==> src/rtl/kf8259_irq_capture.sv <==
// Interrupt request capture for an 8259-style controller: synchronises the pins, detects
// edges or levels per channel and registers the highest-priority unmasked pending request.
module kf8259_irq_capture #(
  parameter int NUM_IRQ     = 8,
  parameter int SYNC_STAGES = 2,
  localparam int IDX_W      = (NUM_IRQ > 1) ? $clog2(NUM_IRQ) : 1
) (
  input  logic                   clock,
  input  logic                   reset,
  input  logic [NUM_IRQ-1:0]     interrupt_request_pin,
  input  logic [2*NUM_IRQ-1:0]   trigger_mode,
  input  logic [NUM_IRQ-1:0]     interrupt_mask,
  input  logic                   freeze,
  input  logic [NUM_IRQ-1:0]     clear_interrupt_request,
  input  logic                   irq_ack,
  output logic [NUM_IRQ-1:0]     interrupt_request_register,
  output logic                   irq_valid,
  output logic [IDX_W-1:0]       irq_index
);

  logic [NUM_IRQ-1:0] s;
  logic [NUM_IRQ-1:0] p_q;
  logic [NUM_IRQ-1:0] irr_q, irr_d;
  logic [NUM_IRQ-1:0] hold_q, hold_d;
  logic               valid_q, valid_d;
  logic [IDX_W-1:0]   index_q, index_d;

  logic [NUM_IRQ-1:0] edge_ev;
  logic [NUM_IRQ-1:0] lvl_act;
  logic [NUM_IRQ-1:0] is_level;
  logic [NUM_IRQ-1:0] clr;
  logic [NUM_IRQ-1:0] pend;

  generate
    if (SYNC_STAGES == 0) begin : g_nosync
      always_comb s = interrupt_request_pin;
    end else begin : g_sync
      logic [NUM_IRQ-1:0] sync_q [SYNC_STAGES];

      always_ff @(posedge clock) begin
        if (reset) begin
          for (int unsigned k = 0; k < SYNC_STAGES; k++) sync_q[k] <= '0;
        end else begin
          sync_q[0] <= interrupt_request_pin;
          for (int unsigned k = 1; k < SYNC_STAGES; k++) sync_q[k] <= sync_q[k-1];
        end
      end

      always_comb s = sync_q[SYNC_STAGES-1];
    end
  endgenerate

  // Per-channel event terms; acks only clear edge-mode bits of the currently presented index.
  always_comb begin
    edge_ev  = '0;
    lvl_act  = '0;
    is_level = '0;
    clr      = '0;
    for (int unsigned i = 0; i < NUM_IRQ; i++) begin
      is_level[i] = trigger_mode[2*i+1];
      lvl_act[i]  = trigger_mode[2*i] ? ~s[i] : s[i];
      if (!trigger_mode[2*i+1]) begin
        edge_ev[i] = trigger_mode[2*i] ? (~s[i] & p_q[i]) : (s[i] & ~p_q[i]);
      end
      clr[i] = clear_interrupt_request[i] |
               (irq_ack & valid_q & (index_q == IDX_W'(i)) & ~trigger_mode[2*i+1]);
    end
  end

  always_comb begin
    irr_d  = irr_q;
    hold_d = hold_q;
    for (int unsigned i = 0; i < NUM_IRQ; i++) begin
      if (clr[i]) begin
        irr_d[i]  = 1'b0;
        hold_d[i] = 1'b0;
      end else if (freeze) begin
        hold_d[i] = hold_q[i] | edge_ev[i];
      end else if (is_level[i]) begin
        irr_d[i]  = lvl_act[i];
        hold_d[i] = 1'b0;
      end else begin
        irr_d[i]  = irr_q[i] | edge_ev[i] | hold_q[i];
        hold_d[i] = 1'b0;
      end
    end
  end

  // Resolve from the next register value so an acked index never lingers a cycle.
  always_comb begin
    pend    = irr_d & ~interrupt_mask;
    valid_d = 1'b0;
    index_d = '0;
    for (int unsigned i = 0; i < NUM_IRQ; i++) begin
      if (pend[i] && !valid_d) begin
        valid_d = 1'b1;
        index_d = IDX_W'(i);
      end
    end
  end

  always_ff @(posedge clock) begin
    if (reset) begin
      p_q     <= '0;
      irr_q   <= '0;
      hold_q  <= '0;
      valid_q <= 1'b0;
      index_q <= '0;
    end else begin
      p_q     <= s;
      irr_q   <= irr_d;
      hold_q  <= hold_d;
      valid_q <= valid_d;
      index_q <= index_d;
    end
  end

  always_comb begin
    interrupt_request_register = irr_q;
    irq_valid                  = valid_q;
    irq_index                  = index_q;
  end

endmodule

==> config.mk <==
export PLATFORM = sky130hd
export DESIGN_NAME = kf8259_irq_capture
export DESIGN_NICKNAME = d
export VERILOG_FILES = /design/src/rtl/kf8259_irq_capture.sv
export SDC_FILE = /design/constraint.sdc
export NUM_CORES = 1
export LEC_CHECK = 0
export ABC_AREA = 1
export ABC_CLOCK_PERIOD_IN_PS = 1850
export CAP_MARGIN = 20
export CELL_PAD_IN_SITES_DETAIL_PLACEMENT = 1
export CELL_PAD_IN_SITES_GLOBAL_PLACEMENT = 1
export CORE_ASPECT_RATIO = 0.6
export CORE_MARGIN = 1.5
export CORE_UTILIZATION = 33
export DETAILED_ROUTE_END_ITERATION = 8
export HOLD_SLACK_MARGIN = 0.03
export PLACE_DENSITY = 0.82
export SYNTH_ARGS = -nofsm -noshare
export SYNTH_HDL_FRONTEND = slang
export SYNTH_SLANG_ARGS = --single-unit
==> constraint.sdc <==
create_clock -name clock -period 1.85 [get_ports clock]
set_clock_uncertainty 0.2 [all_clocks]
set_input_delay 0.37 -clock clock [delete_from_list [all_inputs] [get_ports clock]]
set_output_delay 0.37 -clock clock [all_outputs]
set_load 0.02 [all_outputs]
# Word-level counts from Yosys, hierarchy flattened

Memory sizes are Yosys's and may differ from the RTL's.
Index checks and enable logic that the tools add are counted.

Memory bits (writable): 16
Input bits: 44
Memories kept: 1
Word-level logic and storage cells: 205
Flip-flop bits (word level): 28

Mux-type cells: 68
Bitwise operators: 94
Equality and inequality tests: 7
Reduce and logical (&&, ||, !) cells: 23

Memories:

| name          | words | bits a word | read ports | clocked after Yosys merged registers in | wr ports | RTL line | text |
|---|---|---|---|---|---|---|---|
| g_sync.sync_q | 2     | 8           | 2          | 0                                       | 2        | 38       | `logic [NUM_IRQ-1:0] sync_q [SYNC_STAGES];` |

Operators by type and width:

| cell                                          | number |
|---|---|
| two-way mux 1 bit                             | 60 |
| bitwise OR 1 bit                              | 34 |
| bitwise AND 1 bit                             | 33 |
| inverter 1 bit                                | 25 |
| OR reduction 3 bit                            | 8 |
| two-way mux 3 bit                             | 6 |
| two-way mux 8 bit                             | 2 |
| == test 3 bit, second input constant          | 4 |
| bitwise AND 8 bit                             | 1 |
| inverter 8 bit                                | 1 |
| logical AND 1 bit                             | 7 |
| logical NOT 1 bit                             | 7 |
| == test 3 x 2 -> 1 bit, second input constant | 2 |
| == test 3 x 1 -> 1 bit, second input constant | 1 |
| logical NOT 3 bit                             | 1 |

# Depth between registers and ports, before layout

An unclocked memory read counts as a cell.

Depth after elaboration: 33
Mapped depth: 13
Depth with buffers taken out: 13

# Worst setup path before layout

Ideal clock, no wire load.

Path type: register -> register
Start: register valid_q (netlist: irq_valid)
End: register index_q[0] (netlist: irq_index[0])
Arrival: 1.501 ns
Cell stages (with the launch flop): 13
Period minus slack after synthesis: 1.766 ns
Setup slack: 0.084 ns
Buffers on the path: 0
Cell sequence: dfxtp_1 -> nand2_1 -> nor2_1 -> nand3_1 -> nand2_1 -> nor2_1 -> nand3_1 -> nand2_1 -> nor2_4 -> nand4_2 -> nor2_2 -> nor2_1 -> nor2_1

Cells in the longest elaborated chain, start to end: 28

Ends and longest elaborated chain:

| what                            | RTL line | text |
|---|---|---|
| start, declared                 | 25       | `logic valid_q, valid_d;` |
| start signal, assigned          | 113      | `valid_q <= valid_d;` |
| bitwise AND 1 bit (*)           | 66       | `(irq_ack & valid_q & (index_q == IDX_W'(i)) & ~trigger_mode[2*i+1]);` |
| bitwise AND 1 bit (2 in series) | 66       |  |
| bitwise OR 1 bit                | 65       | `clr[i] = clear_interrupt_request[i] \|` |
| two-way mux 1 bit               | 74       | `if (clr[i]) begin` |
| bitwise AND 8 bit (*)           | 91       | `pend = irr_d & ~interrupt_mask;` |
| two-way mux 1 bit               | 95       | `if (pend[i] && !valid_d) begin` |
| logical NOT 1 bit               | 95       |  |
| logical AND 1 bit               | 95       |  |
| [11 not listed]                 | --       |  |
| logical AND 1 bit               | 95       |  |
| two-way mux 1 bit               | 95       |  |
| logical NOT 1 bit               | 95       |  |
| logical AND 1 bit               | 95       |  |
| two-way mux 1 bit               | 95       |  |
| logical NOT 1 bit               | 95       |  |
| logical AND 1 bit               | 95       |  |
| two-way mux 3 bit (*)           | 95       |  |
| end signal, assigned            | 114      | `index_q <= index_d;` |
| end, declared                   | 26       | `logic [IDX_W-1:0] index_q, index_d;` |

Every way passes the cells marked *; elsewhere a longest branch is shown, timed or not.
A chain may end at the register's enable or synchronous reset.

# Worst setup path in the final report

Start: register index_q[1] (netlist: irq_index[1])
End: register index_q[1] (netlist: irq_index[1])

Cells in the longest elaborated chain, start to end: 28

Ends and longest elaborated chain:

| what                            | RTL line |
|---|---|
| logical NOT 3 bit               | 66 |
| bitwise AND 1 bit (2 in series) | 66 |
| bitwise OR 1 bit                | 65 |
| two-way mux 1 bit               | 74 |
| bitwise AND 8 bit (*)           | 91 |
| two-way mux 1 bit               | 95 |
| logical NOT 1 bit               | 95 |
| logical AND 1 bit               | 95 |
| [11 not listed]                 | -- |
| logical AND 1 bit               | 95 |
| two-way mux 1 bit               | 95 |
| logical NOT 1 bit               | 95 |
| logical AND 1 bit               | 95 |
| two-way mux 1 bit               | 95 |
| logical NOT 1 bit               | 95 |
| logical AND 1 bit               | 95 |
| two-way mux 3 bit (*)           | 95 |

Marks and branches as above.

==> impl_metrics.env <==
export IMPL_violations="negative setup slack"
export IMPL_syn_inst=318
export IMPL_worstHoldPathType="reg -> reg"
export IMPL_p_leak_nw=1.80
export IMPL_ant_nets=0
export IMPL_crit_type="reg -> reg"
export IMPL_overflow=0
export IMPL_grt_usage_pct=22.0
export IMPL_dieArea_um2=6900
export IMPL_layout_area_overhead_vs_synth_pct=59.8
export IMPL_grt_pass1_wl_mm=11.7
export IMPL_p_total_mw=2.20
export IMPL_cts_tree="yes"
export IMPL_crit_chain="inv_1 > nor2_1 > nand2_1 > o21bai_1 > nor2_1 > nand3_2 > inv_1 > nand4_1 > nand2_1 > nor2_2 > nor2_1"
export IMPL_outcome="finished, violations left"
export IMPL_synth_seq_cells=44
export IMPL_first_pass_iters=4
export IMPL_place_gp_congestion=0.779
export IMPL_vias_per_cell=4.67
export IMPL_clock_latency_ns=0.30
export IMPL_path_max_fanout=4
export IMPL_wl_per_cell_um=15.4
export IMPL_initial_core_util_pct=34.4
export IMPL_fin_setup_tns_ns=-0.463
export IMPL_ctsHoldBuffers=0
export IMPL_core_um2=6140
export IMPL_worst_pin_slew_ns=0.443
export IMPL_slew_viol_final=0
export IMPL_portBuffers=55
export IMPL_end_kind="flop"
export IMPL_design_area_um2=3370
export IMPL_ys_warnings_count=0
export IMPL_critical_path_slowest_cell="dfxtp_1"
export IMPL_maxCapViolCount=0
export IMPL_critical_path_top_delay_family="simple AND/OR/NAND/NOR gates"
export IMPL_drc=0
export IMPL_worst_ep_arrival_time_ns=2.04
export IMPL_slew_headroom_pct=70.4
export IMPL_cts_made_buffers=5
export IMPL_root_buffer="clkbuf_8"
export IMPL_grt_max_degree=24
export IMPL_timing_fmax_mhz=487
export IMPL_syn_nets=362
export IMPL_drive_above_1_share_pct=23.9
export IMPL_synth_cell_type_count=29
export IMPL_rsz0062_at_grt="true"
export IMPL_hold_violations=0
export IMPL_max_vdd_ir_drop_v=0.000275
export IMPL_critical_path_most_common_cell="nor2_1"
export IMPL_post_route_period_util_pct=111
export IMPL_ys_seq_area_share_pct=41.7
export IMPL_syn_avg_cell_area_um2=6.64
export IMPL_grt_pass1_vias=2487
export IMPL_cts_sinks=44
export IMPL_clk_pin_slew_ns=0.09
export IMPL_setup_viol=4
export IMPL_routed_wirelength_mm=7.84
export IMPL_required_ns=1.84
export IMPL_vias=2381
export IMPL_die_h_um=65.0
export IMPL_fin_nets=470
export IMPL_fin_ws_ns=-0.203
export IMPL_num_rows=22
export IMPL_final_util_pct=55.0
export IMPL_die_w_um=106
export IMPL_place_area_um2=2920
export IMPL_drtIter0Drc=104
export IMPL_cts_max_path_buffers=2
export IMPL_powerDensity_nw_per_um2=652
export IMPL_n_antenna_cell=0
export IMPL_startpoint_type="flop"
export IMPL_hpwl_mm=4.79
export IMPL_io_pins=56
export IMPL_crit_buf_inv=2
export IMPL_finalCriticalPeriod_ns=2.05
export IMPL_antenna_found_initial=0
export IMPL_timing_hold_ws_ns=0.199
export IMPL_critPathMaxStageDelay_ns=0.43
export IMPL_h_tree_depth=2
export IMPL_synth_area_um2=2110
[layout make-up]
cell class / instances / area, um2
Fill cell: 771 / 2770
Multi-Input combinational cell: 196 / 1080
Timing Repair Buffer: 106 / 936
Sequential cell: 44 / 883
Inverter: 73 / 277
Tap cell: 84 / 105
Clock buffer: 7 / 96.3
[per-layer routing]
metal / routed length, um / global-route usage [%] / vias up
met1: 3550 / 28.8 / 1129
met3: 444 / 4.23 / 17
met5: 0 / 0 / -
li1: - / - / 1166
met2: 3720 / 36.9 / 69
met4: 137 / 6.93 / 0
[timing repair]
action	in CTS	in global routing
resized for setup	32	34
buffers inserted	24	3
setup endpoints to repair	10	12
pin swaps	19	20
[cell usage after synthesis]
| cell | n | area (um2) |
|---|---|---|
| o21bai_1 | 7 | 52.6 |
| clkbuf_1 | 4 | 15.0 |
| nand4_2 | 1 | 12.5 |
| nand2_1 | 79 | 297 |
| nor2_1 | 57 | 214 |
| nor2_4 | 1 | 11.3 |
| nand4_1 | 1 | 6.26 |
| o21ai_1 | 3 | 15.0 |
| nand3_2 | 3 | 30.0 |
| dfxtp_1 | 44 | 881 |
| o211ai_1 | 2 | 15.0 |
| xor2_1 | 1 | 8.76 |
| a31oi_1 | 1 | 6.26 |
| nand2_4 | 1 | 11.3 |
| a21oi_2 | 2 | 17.5 |
| buf_6 | 1 | 11.3 |
| a41oi_1 | 1 | 8.76 |
| nor3_1 | 6 | 30.0 |
| nand3b_2 | 1 | 11.3 |
| or2_1 | 1 | 6.26 |
| inv_1 | 71 | 267 |
| a31o_1 | 2 | 17.5 |
| nor2_2 | 1 | 6.26 |
| nand3b_1 | 4 | 30.0 |
| nor3b_1 | 4 | 30.0 |
| nand3_1 | 8 | 40.0 |
| a21oi_1 | 6 | 30.0 |
| a211oi_1 | 3 | 22.5 |
| inv_2 | 2 | 7.51 |
[worst reg2reg max path, stage by stage (launching register included)]
cell	delay, ns
dfxtp_1	0.43
inv_1	0.09
nor2_1	0.18
nand2_1	0.09
o21bai_1	0.20
nor2_1	0.12
nand3_2	0.18
inv_1	0.10
nand4_1	0.11
nand2_1	0.07
nor2_2	0.11
nor2_1	0.05
[final timing paths]
path / start / to / slack (ns) / cells after the start
max: irq_index[1] / irq_index[1] / -0.20 / 11
min: g_sync.sync_q[0][3] / g_sync.sync_q[0][11] / 0.20 / 2
max reg2reg: irq_index[1] / irq_index[1] / -0.20 / 11
min reg2reg: g_sync.sync_q[0][3] / g_sync.sync_q[0][11] / 0.20 / 2
[kinds of logic (layout without fill, tap and decap cells)]
kind of cell	after synthesis	in the layout	synth area share (%)
compound gates	27	27	8.77
buf+inv	78	186	14.2
simple gates	168	168	34.9
xor+xnor	1	1	0.415
flops	44	44	41.7
[registers in the layout, summed over array words and instances, names as in the netlist]
signal                      count
g_sync.sync_q                  16
hold_q                          8
interrupt_request_register      8
p_q                             8
irq_index                       3
irq_valid                       1
[cells in the final DEF, fill, tap and decap left out, drive strengths merged, types with 2 or more instances in the layout]
cell	count
nor3	6
a21oi	8
nand4	2
buf	51
nor3b	4
nand3b	5
o21bai	7
o21ai	3
dlygate4sd2	12
clkbuf	8
o211ai	2
dfxtp	44
a31o	2
clkdlybuf4s50	32
a211oi	3
dlymetal6s2s	10
nor2	59
nand3	11
nand2	80
inv	73
[through the flow]
| stage | setup WS, ns | std cells |
|---|---|---|
| floorplan | 0.0837 | 318 |
| global placement | -0.533 | 476 |
| detailed placement | -0.602 | 476 |
| CTS | -0.0644 | 507 |
| global route | -0.305 | 510 |
| finish | -0.203 | 510 |
[power by group]
part	internal [mW]	switching (mW)	total [mW]
Clock	0.333	0.337	0.670
Combinational	0.249	0.271	0.520
Sequential	0.985	0.0232	1.01
Total	1.57	0.631	2.20
Note: power is estimated with default switching activity, not from simulation.
